File: config.mk
export PLATFORM = sky130hd
export DESIGN_NAME = shift6_tx_sequencer
export DESIGN_NICKNAME = d
export VERILOG_FILES = /design/src/rtl/shift6_pkg.sv /design/src/rtl/shift6_core.sv /design/src/rtl/shift6_tx_sequencer.sv
export SDC_FILE = /design/constraint.sdc
export NUM_CORES = 1
export LEC_CHECK = 0
export CAP_MARGIN = 20
export CORE_ASPECT_RATIO = 0.8
export CORE_MARGIN = 2
export CORE_UTILIZATION = 55
export CTS_CLUSTER_SIZE = 8
export DETAILED_ROUTE_END_ITERATION = 8
export GPL_TIMING_DRIVEN = 0
export PLACE_DENSITY = 0.79
export SYNTH_ARGS = -nofsm -noshare
export SYNTH_HDL_FRONTEND = slang
export SYNTH_SLANG_ARGS = --single-unit
File: constraint.sdc
create_clock -name clk -period 4 [get_ports clk]
set_clock_uncertainty 0.05 [all_clocks]
set_input_delay 1 -clock clk [delete_from_list [all_inputs] [get_ports clk]]
set_output_delay 1 -clock clk [all_outputs]
set_load 0.01 [all_outputs]
File: src/rtl/shift6_pkg.sv
// Shared types and sizes for the 6-bit serial transmit sequencer.
// The optional parity slot is enabled by defining SHIFT6_TX_PARITY_EN.
package shift6_pkg;

  localparam int unsigned DATA_W        = 6;
  localparam int unsigned BIT_CNT_W     = 3;
  localparam int unsigned TICK_CNT_W    = 4;
  localparam int unsigned BIT_TICKS_MAX = 16;

  typedef enum logic [1:0] {
    IDLE,
    SHIFT,
    PAR,
    DONE
  } state_t;

  typedef enum logic [1:0] {
    CORE_HOLD,
    CORE_LOAD,
    CORE_SHL,
    CORE_SHR
  } core_op_t;

endpackage

File: src/rtl/shift6_core.sv
// 6-bit data register with load / shift-left / shift-right / hold and zero-fill.
// Also reports which bit will sit at the serial head after a load or a shift.
module shift6_core
  import shift6_pkg::*;
(
  input  logic              clk,
  input  logic              rst,
  input  logic              msb_first,
  input  core_op_t          op,
  input  logic [DATA_W-1:0] load_data,
  output logic              load_head_c,
  output logic              shift_head_c
);

  logic [DATA_W-1:0] q;

  always_ff @(posedge clk) begin
    if (rst) begin
      q <= '0;
    end else begin
      case (op)
        CORE_LOAD: q <= load_data;
        CORE_SHL:  q <= {q[DATA_W-2:0], 1'b0};
        CORE_SHR:  q <= {1'b0, q[DATA_W-1:1]};
        default:   q <= q;
      endcase
    end
  end

  assign load_head_c  = msb_first ? load_data[DATA_W-1] : load_data[0];
  assign shift_head_c = msb_first ? q[DATA_W-2] : q[1];

endmodule

File: src/rtl/shift6_tx_sequencer.sv
// Sequences a 6-bit word from a valid/ready input out as a paced serial stream.
// Define SHIFT6_TX_PARITY_EN to append an even-parity bit slot after the data bits.
module shift6_tx_sequencer
  import shift6_pkg::*;
#(
  parameter int unsigned MSB_FIRST = 1,
  parameter int unsigned BIT_TICKS = 1
) (
  input  logic              clk,
  input  logic              rst,
  input  logic [DATA_W-1:0] in_data,
  input  logic              in_valid,
  output logic              in_ready,
  input  logic              abort,
  output logic              ser_out,
  output logic              ser_en,
  output logic              busy,
  output logic              done
);

  generate
    if (BIT_TICKS == 0 || BIT_TICKS > BIT_TICKS_MAX) begin : g_bad_bit_ticks
      $error("BIT_TICKS must be in 1..16");
    end
  endgenerate

  localparam logic [TICK_CNT_W-1:0] TICK_LAST = TICK_CNT_W'(BIT_TICKS - 1);
  localparam logic [BIT_CNT_W-1:0]  BIT_LAST  = BIT_CNT_W'(DATA_W - 1);
  localparam core_op_t              SHIFT_OP  = (MSB_FIRST != 0) ? CORE_SHL : CORE_SHR;

  state_t                state, state_n;
  logic [TICK_CNT_W-1:0] tick_cnt, tick_n;
  logic [BIT_CNT_W-1:0]  bit_cnt, bit_n;
  core_op_t              op;
  logic                  ser_out_n;
  logic                  load_head_c, shift_head_c;
  logic                  tick_last_c;

  shift6_core u_core (
    .clk          (clk),
    .rst          (rst),
    .msb_first    (MSB_FIRST != 0),
    .op           (op),
    .load_data    (in_data),
    .load_head_c  (load_head_c),
    .shift_head_c (shift_head_c)
  );

`ifdef SHIFT6_TX_PARITY_EN
  logic parity;

  // Parity of the word as captured at accept.
  always_ff @(posedge clk) begin
    if (rst)                    parity <= 1'b0;
    else if (op == CORE_LOAD)   parity <= ^in_data;
  end
`endif

  assign tick_last_c = (tick_cnt == TICK_LAST);
  assign in_ready    = (state == IDLE) && !rst;

  always_ff @(posedge clk) begin
    if (rst) begin
      state    <= IDLE;
      tick_cnt <= '0;
      bit_cnt  <= '0;
    end else begin
      state    <= state_n;
      tick_cnt <= tick_n;
      bit_cnt  <= bit_n;
    end
  end

  // Next state, counters, register control and next serial bit; abort wins over advancing.
  always_comb begin
    state_n   = state;
    tick_n    = tick_cnt;
    bit_n     = bit_cnt;
    op        = CORE_HOLD;
    ser_out_n = ser_out;
    case (state)
      IDLE: begin
        if (in_valid) begin
          state_n   = SHIFT;
          tick_n    = '0;
          bit_n     = '0;
          op        = CORE_LOAD;
          ser_out_n = load_head_c;
        end
      end
      SHIFT: begin
        if (abort) begin
          state_n   = IDLE;
          tick_n    = '0;
          bit_n     = '0;
          ser_out_n = 1'b0;
        end else if (tick_last_c) begin
          tick_n = '0;
          op     = SHIFT_OP;
          if (bit_cnt == BIT_LAST) begin
`ifdef SHIFT6_TX_PARITY_EN
            state_n   = PAR;
            ser_out_n = parity;
`else
            state_n   = DONE;
            ser_out_n = 1'b0;
`endif
          end else begin
            bit_n     = bit_cnt + BIT_CNT_W'(1);
            ser_out_n = shift_head_c;
          end
        end else begin
          tick_n = tick_cnt + TICK_CNT_W'(1);
        end
      end
`ifdef SHIFT6_TX_PARITY_EN
      PAR: begin
        if (abort) begin
          state_n   = IDLE;
          tick_n    = '0;
          bit_n     = '0;
          ser_out_n = 1'b0;
        end else if (tick_last_c) begin
          state_n   = DONE;
          tick_n    = '0;
          ser_out_n = 1'b0;
        end else begin
          tick_n = tick_cnt + TICK_CNT_W'(1);
        end
      end
`endif
      DONE: begin
        state_n   = IDLE;
        ser_out_n = 1'b0;
      end
      default: begin
        state_n   = IDLE;
        ser_out_n = 1'b0;
      end
    endcase
  end

  always_ff @(posedge clk) begin
    if (rst) begin
      ser_out <= 1'b0;
      ser_en  <= 1'b0;
      busy    <= 1'b0;
      done    <= 1'b0;
    end else begin
      ser_out <= ser_out_n;
      ser_en  <= (state_n == SHIFT) || (state_n == PAR);
      busy    <= (state_n == SHIFT) || (state_n == PAR);
      done    <= (state_n == DONE);
    end
  end

endmodule

---- Yosys cells after proc, flatten, opt, wreduce, memory -nomap -nowiden ----
Index checks and enable logic that the tools add are counted.
cells by class
  shift operators ......................... 0
  bitwise operators ....................... 0
  multiply operators ...................... 0
  magnitude comparators ................... 0
  equality and inequality tests ........... 11
  div/mod/pow operators ................... 0
  reductions and logical operators ........ 10
  mux-type cells .......................... 24
  $add $sub $neg .......................... 2
operators with widths
  cell                                            count
  one-hot mux 6 bit (3 select lines)              1
  2-to-1 mux 2 bit                                6
  2-to-1 mux 3 bit                                4
  2-to-1 mux 4 bit                                3
  == test 2 bit (second input constant)           4
  one-hot mux 2 bit (2 select lines)              2
  one-hot mux 4 bit (2 select lines)              1
  == test 2 x 1 -> 1 bit (second input constant)  3
  inequality test 3 bit (second input constant)   2
  one-hot mux 3 bit (2 select lines)              1
  2-to-1 mux 1 bit                                5
  adder 4 x 1 -> 4 bit (second input constant)    1
  zero test 4 bit                                 1
  AND reduction 2 bit                             2
  AND reduction 4 bit                             1
  adder 3 x 1 -> 3 bit (second input constant)    1
  == test 3 bit (second input constant)           1
  nonzero test 3 bit                              1
  zero test 2 bit                                 1
  inequality test 2 bit (second input constant)   1
  one-hot mux 1 bit (2 select lines)              1
  nonzero test 2 bit                              1
  logical AND 1 bit                               1
  zero test 1 bit                                 1
  logical OR 1 bit                                1
word-level totals
  bits in latches ......................... 0
  memories ................................ 0
  ROM bits ................................ 0
  word-level logic and storage cells ...... 54
  flip-flop bits (word level) ............. 18
  memory bits (writable) .................. 0

---- Depth between registers and ports, before layout ----
  depth after elaboration ................. 7
  depth in mapped cells ................... 8
  gate-level depth less buffers ........... 7

---- Modules after synthesis ----
Synthesis repeated with hierarchy kept, for this count alone.
unflattened totals
  cells, all modules ...................... 112
  area total of the unflattened synthesis .. 994.7 µm²
modules (own cells, without submodules)
  module               sequential area each (µm²)  times used  cells each  area each (µm²)
  shift6_tx_sequencer  240.2                       1           80          679.4
  shift6_core          120.1                       1           32          315.3

---- Worst setup path before layout ----
Ideal clock, no wire load.
  kind .................................... input -> output
  start ................................... input port rst
  end ..................................... output port in_ready
  cell stages on the path ................. 2
  data required time ...................... 2950 ps
  slack ................................... 1498 ps
  data arrival time ....................... 1452 ps
  path buffers ............................ 1
  cells stage by stage .................... clkbuf_1 -> nor3_1
on the way
  cells in the longest elaborated chain, start to end .. 2
RTL lines
  element             RTL line                   source
  start: declaration  shift6_tx_sequencer.sv:10  input logic rst,
  zero test 1 bit     shift6_tx_sequencer.sv:60  assign in_ready = (state == IDLE) && !rst;
  logical AND 1 bit   shift6_tx_sequencer.sv:60
  end: declaration    shift6_tx_sequencer.sv:13  output logic in_ready,
Every way passes these cells.

---- Worst setup path in the final report ----
Same ends and word-level chain as after synthesis.

==> results.rst <==
.. list-table::
   :header-rows: 1

   * - Metric
     - Value
   * - Mapped Area
     - 963.4 um2
   * - Slew Limit Headroom
     - 0.5901
   * - DRC Markers
     - 0
   * - Cell repeated most along the worst path
     - sky130_fd_sc_hd__clkdlybuf4s50_1
   * - Max-slew violation count
     - 0
   * - Share of power burned in the clock network
     - 0.274
   * - Global-route wire length before repair
     - 3484 um
   * - Number of top-level pins
     - 15
   * - R2R setup slack
     - 2030 ps
   * - Yosys warning count
     - 0
   * - Number of antenna violations at the first check in global routing
     - 0
   * - Type of the worst setup path
     - in -> out
   * - Total global routing track utilization
     - 0.2184
   * - #FFs+latches synth
     - 17
   * - Maximum fanout count along the critical path
     - 10
   * - Number of buffers inserted by post-CTS setup repair
     - 0
   * - Number of antenna cells inserted
     - 0
   * - Worst vdd rail ir drop
     - 0.2485 mV
   * - Core ar.
     - 1643 um2
   * - Data required time at the worst endpoint
     - 2950 ps
   * - Achievable Freq
     - 278.7 MHz
   * - Setup TNS after final layout
     - 0 ps
   * - Number of standard cells after synthesis
     - 108
   * - Final-stage net count
     - 142
   * - Antenna Nets Post-Route
     - 0
   * - Total of buffers placed on input and output ports
     - 14
   * - Worst-case setup margin in the final layout
     - 412.3 ps
   * - Number of flops mapped to enable cells by yosys
     - 0
   * - Launching point of the worst reg2reg path
     - tick_cnt[0]
   * - Hold buffer count at cts
     - 0
   * - Total power divided by cell area
     - 290.9 nW/um2
   * - Post-Place Setup Slack
     - 413.8 ps
   * - Number of filler instances in the final layout
     - 143
   * - Max Cap Viol
     - 0
   * - Startpoint of the worst setup timing path
     - rst
   * - Final number of hold-violating endpoints
     - 0
   * - Height of the die
     - 41.44 um
   * - Clock latency of the later-clocked register in the worst-skew pair
     - 290 ps
   * - Top cell type's share of synthesized area
     - 0.3532
   * - Worst EP arrival
     - 2540 ps
   * - Switching power summed over all nets
     - 0.08895 mW
   * - Layout cells sized above 1
     - 0.1270
   * - Maximum clock insertion buffer count
     - 2
   * - Final hold slack
     - 441.4 ps
   * - Worst reg2reg endpoint
     - busy
   * - Cell variety after synth
     - 36
   * - PnR Total Power
     - 0.3367 mW
   * - Sw frac
     - 0.2642
   * - Sequential cell area fraction in the yosys report
     - 0.3532
   * - Initial cell density of the core
     - 0.5864
   * - Worst Max-Slew Pin Slew
     - 612.2 ps
   * - Cell with the most instances after synthesis
     - sky130_fd_sc_hd__dfxtp_1
   * - Floorplan die width
     - 50.80 um
   * - Most numerous cell types in the synthesized netlist
     - sky130_fd_sc_hd__dfxtp_1 (17), sky130_fd_sc_hd__nor2_1 (14), sky130_fd_sc_hd__nor3_1 (9)
   * - Mapped Nets
     - 123
   * - Final Cell Area
     - 1157 um2
   * - Status
     - finished, final reports clean
   * - Leakage
     - 0.4309 nW
   * - Cells along the critical path
     - clkdlybuf4s50_1, clkbuf_1, nor3_1, clkdlybuf4s50_1
   * - First-pass iteration count of the detailed router
     - 4
   * - Number of CTS-inserted buffers
     - 3
   * - Path type of the worst min-delay path
     - reg -> reg
   * - Relative contribution of combinational cells to total power
     - 0.188
   * - Area of the die
     - 2105 um2
   * - CTS clock-pin slew for the worst setup and hold paths
     - 100 ps
   * - Placement-stage cell area
     - 1131 um2
   * - Cell type contributing the most total cell area after synthesis
     - sky130_fd_sc_hd__dfxtp_1
   * - Half-perimeter wire length after detailed placement
     - 1542 um
   * - Count of endpoints failing setup in the final report
     - 0
   * - Site row count
     - 13
   * - CP endpoint
     - in_ready
   * - Cell with the largest stage delay on the worst path
     - sky130_fd_sc_hd__clkdlybuf4s50_1
   * - Category of the worst setup path capture point
     - output pin
   * - Critical path launch point type
     - input port
   * - Count of clock tree sinks
     - 17
   * - Post-cts sizing count
     - 0
   * - Most used flip-flop cell after synthesis
     - sky130_fd_sc_hd__dfxtp_1
   * - Total global routing overflow
     - 0
   * - Synthesized area per cell
     - 8.921 um2
   * - Detailed-route wire length per cell
     - 14.24 um
   * - Via count of the first global-routing pass
     - 773
   * - Stage delay of the slowest cell on the critical path
     - 530 ps
   * - Root buffer selected by CTS
     - sky130_fd_sc_hd__clkbuf_4
   * - Final critical-path required period
     - 3588 ps
   * - Main area contributors after synthesis
     - sky130_fd_sc_hd__dfxtp_1 (35%), sky130_fd_sc_hd__a2111oi_2 (7.8%), sky130_fd_sc_hd__ha_1 (6.5%), sky130_fd_sc_hd__nor2_1 (5.5%), sky130_fd_sc_hd__nor3_1 (4.7%)
   * - Maximum number of pins on one net before global-route repair
     - 11
   * - Unrepaired setup endpoints after global routing
     - no
   * - 1st-iter DRT viols
     - 22
   * - Relative area change from synthesis to final layout
     - 20.13%
   * - Share of the clock period used by the worst path after layout
     - 0.8969
   * - TritonCTS clock tree
     - yes
   * - Share of flip-flops with an asynchronous set or reset
     - 0
   * - Flop pwr share
     - 0.538
   * - Internal
     - 0.2477 mW
   * - Avg Vias per Cell
     - 5.757
   * - Depth of the worst register-to-register path
     - 8
   * - Placer congestion estimate
     - 0.8069
   * - Number of H-tree levels
     - 1
   * - DRT Wirelength
     - 2107 um
   * - Vias
     - 852
-- worst max-delay path: cells and delay by family --
kind	cells	cell delay (ps)
and+or+nand+nor	1	90
buffers and inverters	3	1440
-- routing by layer --
layer,GRT usage,vias to the layer above,routed length [um]
met5,0,-,0
met4,0.03243,0,13
met3,0.06475,2,123
met2,0.3658,30,1012
met1,0.2838,392,957
li1,-,428,-
-- kinds of logic (layout without fill, tap and decap cells) --
family | Yosys count | count (layout) | share of synthesized area
fa+ha+maj | 5 | 5 | 0.06494
buf+inv | 14 | 32 | 0.07141
mux | 4 | 4 | 0.04286
flops | 17 | 17 | 0.3533
compound gates | 24 | 24 | 0.2130
simple gates | 44 | 44 | 0.2545
-- flip-flops by register name (all words and copies together), names as in the netlist --
name	flops
u_core.q	5
tick_cnt	4
bit_cnt	3
state	2
busy	1
done	1
ser_out	1
-- layout by cell type, fill, tap and decap left out, types with 2 or more instances in the layout --
cell,netlist,layout
sky130_fd_sc_hd__clkbuf_1,4,5
sky130_fd_sc_hd__a2111oi_2,5,5
sky130_fd_sc_hd__nor2b_1,4,4
sky130_fd_sc_hd__clkdlybuf4s50_1,0,14
sky130_fd_sc_hd__a211o_1,2,2
sky130_fd_sc_hd__a21oi_1,4,4
sky130_fd_sc_hd__mux2i_1,3,3
sky130_fd_sc_hd__inv_1,5,5
sky130_fd_sc_hd__nand2_1,4,4
sky130_fd_sc_hd__a31oi_1,2,2
sky130_fd_sc_hd__buf_4,2,2
sky130_fd_sc_hd__clkbuf_4,0,3
sky130_fd_sc_hd__dfxtp_1,17,17
sky130_fd_sc_hd__nand3_1,3,3
sky130_fd_sc_hd__nor2_1,14,14
sky130_fd_sc_hd__ha_1,5,5
sky130_fd_sc_hd__o21ai_0,4,4
sky130_fd_sc_hd__nor3_1,9,9
sky130_fd_sc_hd__and4b_1,2,2
-- power groups by stage --
| stage | clock (mW) | combinational (mW) | sequential (mW) |
|---|---|---|---|
| finish | 0.0923 | 0.0632 | 0.181 |
| global route | 0.102 | 0.0696 | 0.182 |
| CTS | 0.0951 | 0.0635 | 0.181 |
| detailed placement | 0 | 0.0632 | 0.185 |
| global placement | 0 | 0.0609 | 0.185 |
| floorplan | 0 | 0.0384 | 0.185 |
-- layout make-up --
cell class	count	area, um2	share of cell area
inverter	5	18.77	0.01622
tap	22	27.53	0.02378
sequential	17	340.3	0.2941
clock buffer	4	26.28	0.02270
buffer	9	50.05	0.04324
timing repair buffer	14	140.1	0.1211
multi-input combinational	77	554.3	0.4789
-- stage by stage --
step,cells,utilization
6_report,148,0.7045
5_1_grt,148,0.7045
4_1_cts,148,0.7045
3_5_place_dp,144,0.6885
3_3_place_gp,144,0.6885
2_1_floorplan,108,-
-- how the worst min path moves through the flow --
stage | from | endpoint | slack [ps] | cells past startpoint
after CTS | ser_out | ser_out | 440 | 2
after floorplan | u_core.q[0] | u_core.q[0] | 420 | 2
after detailed placement | ser_out | ser_out | 420 | 2
after global placement | ser_out | ser_out | 420 | 2
final | ser_out | ser_out | 440 | 2
after global routing | ser_out | ser_out | 460 | 2
(Power assumes the default switching activity.)
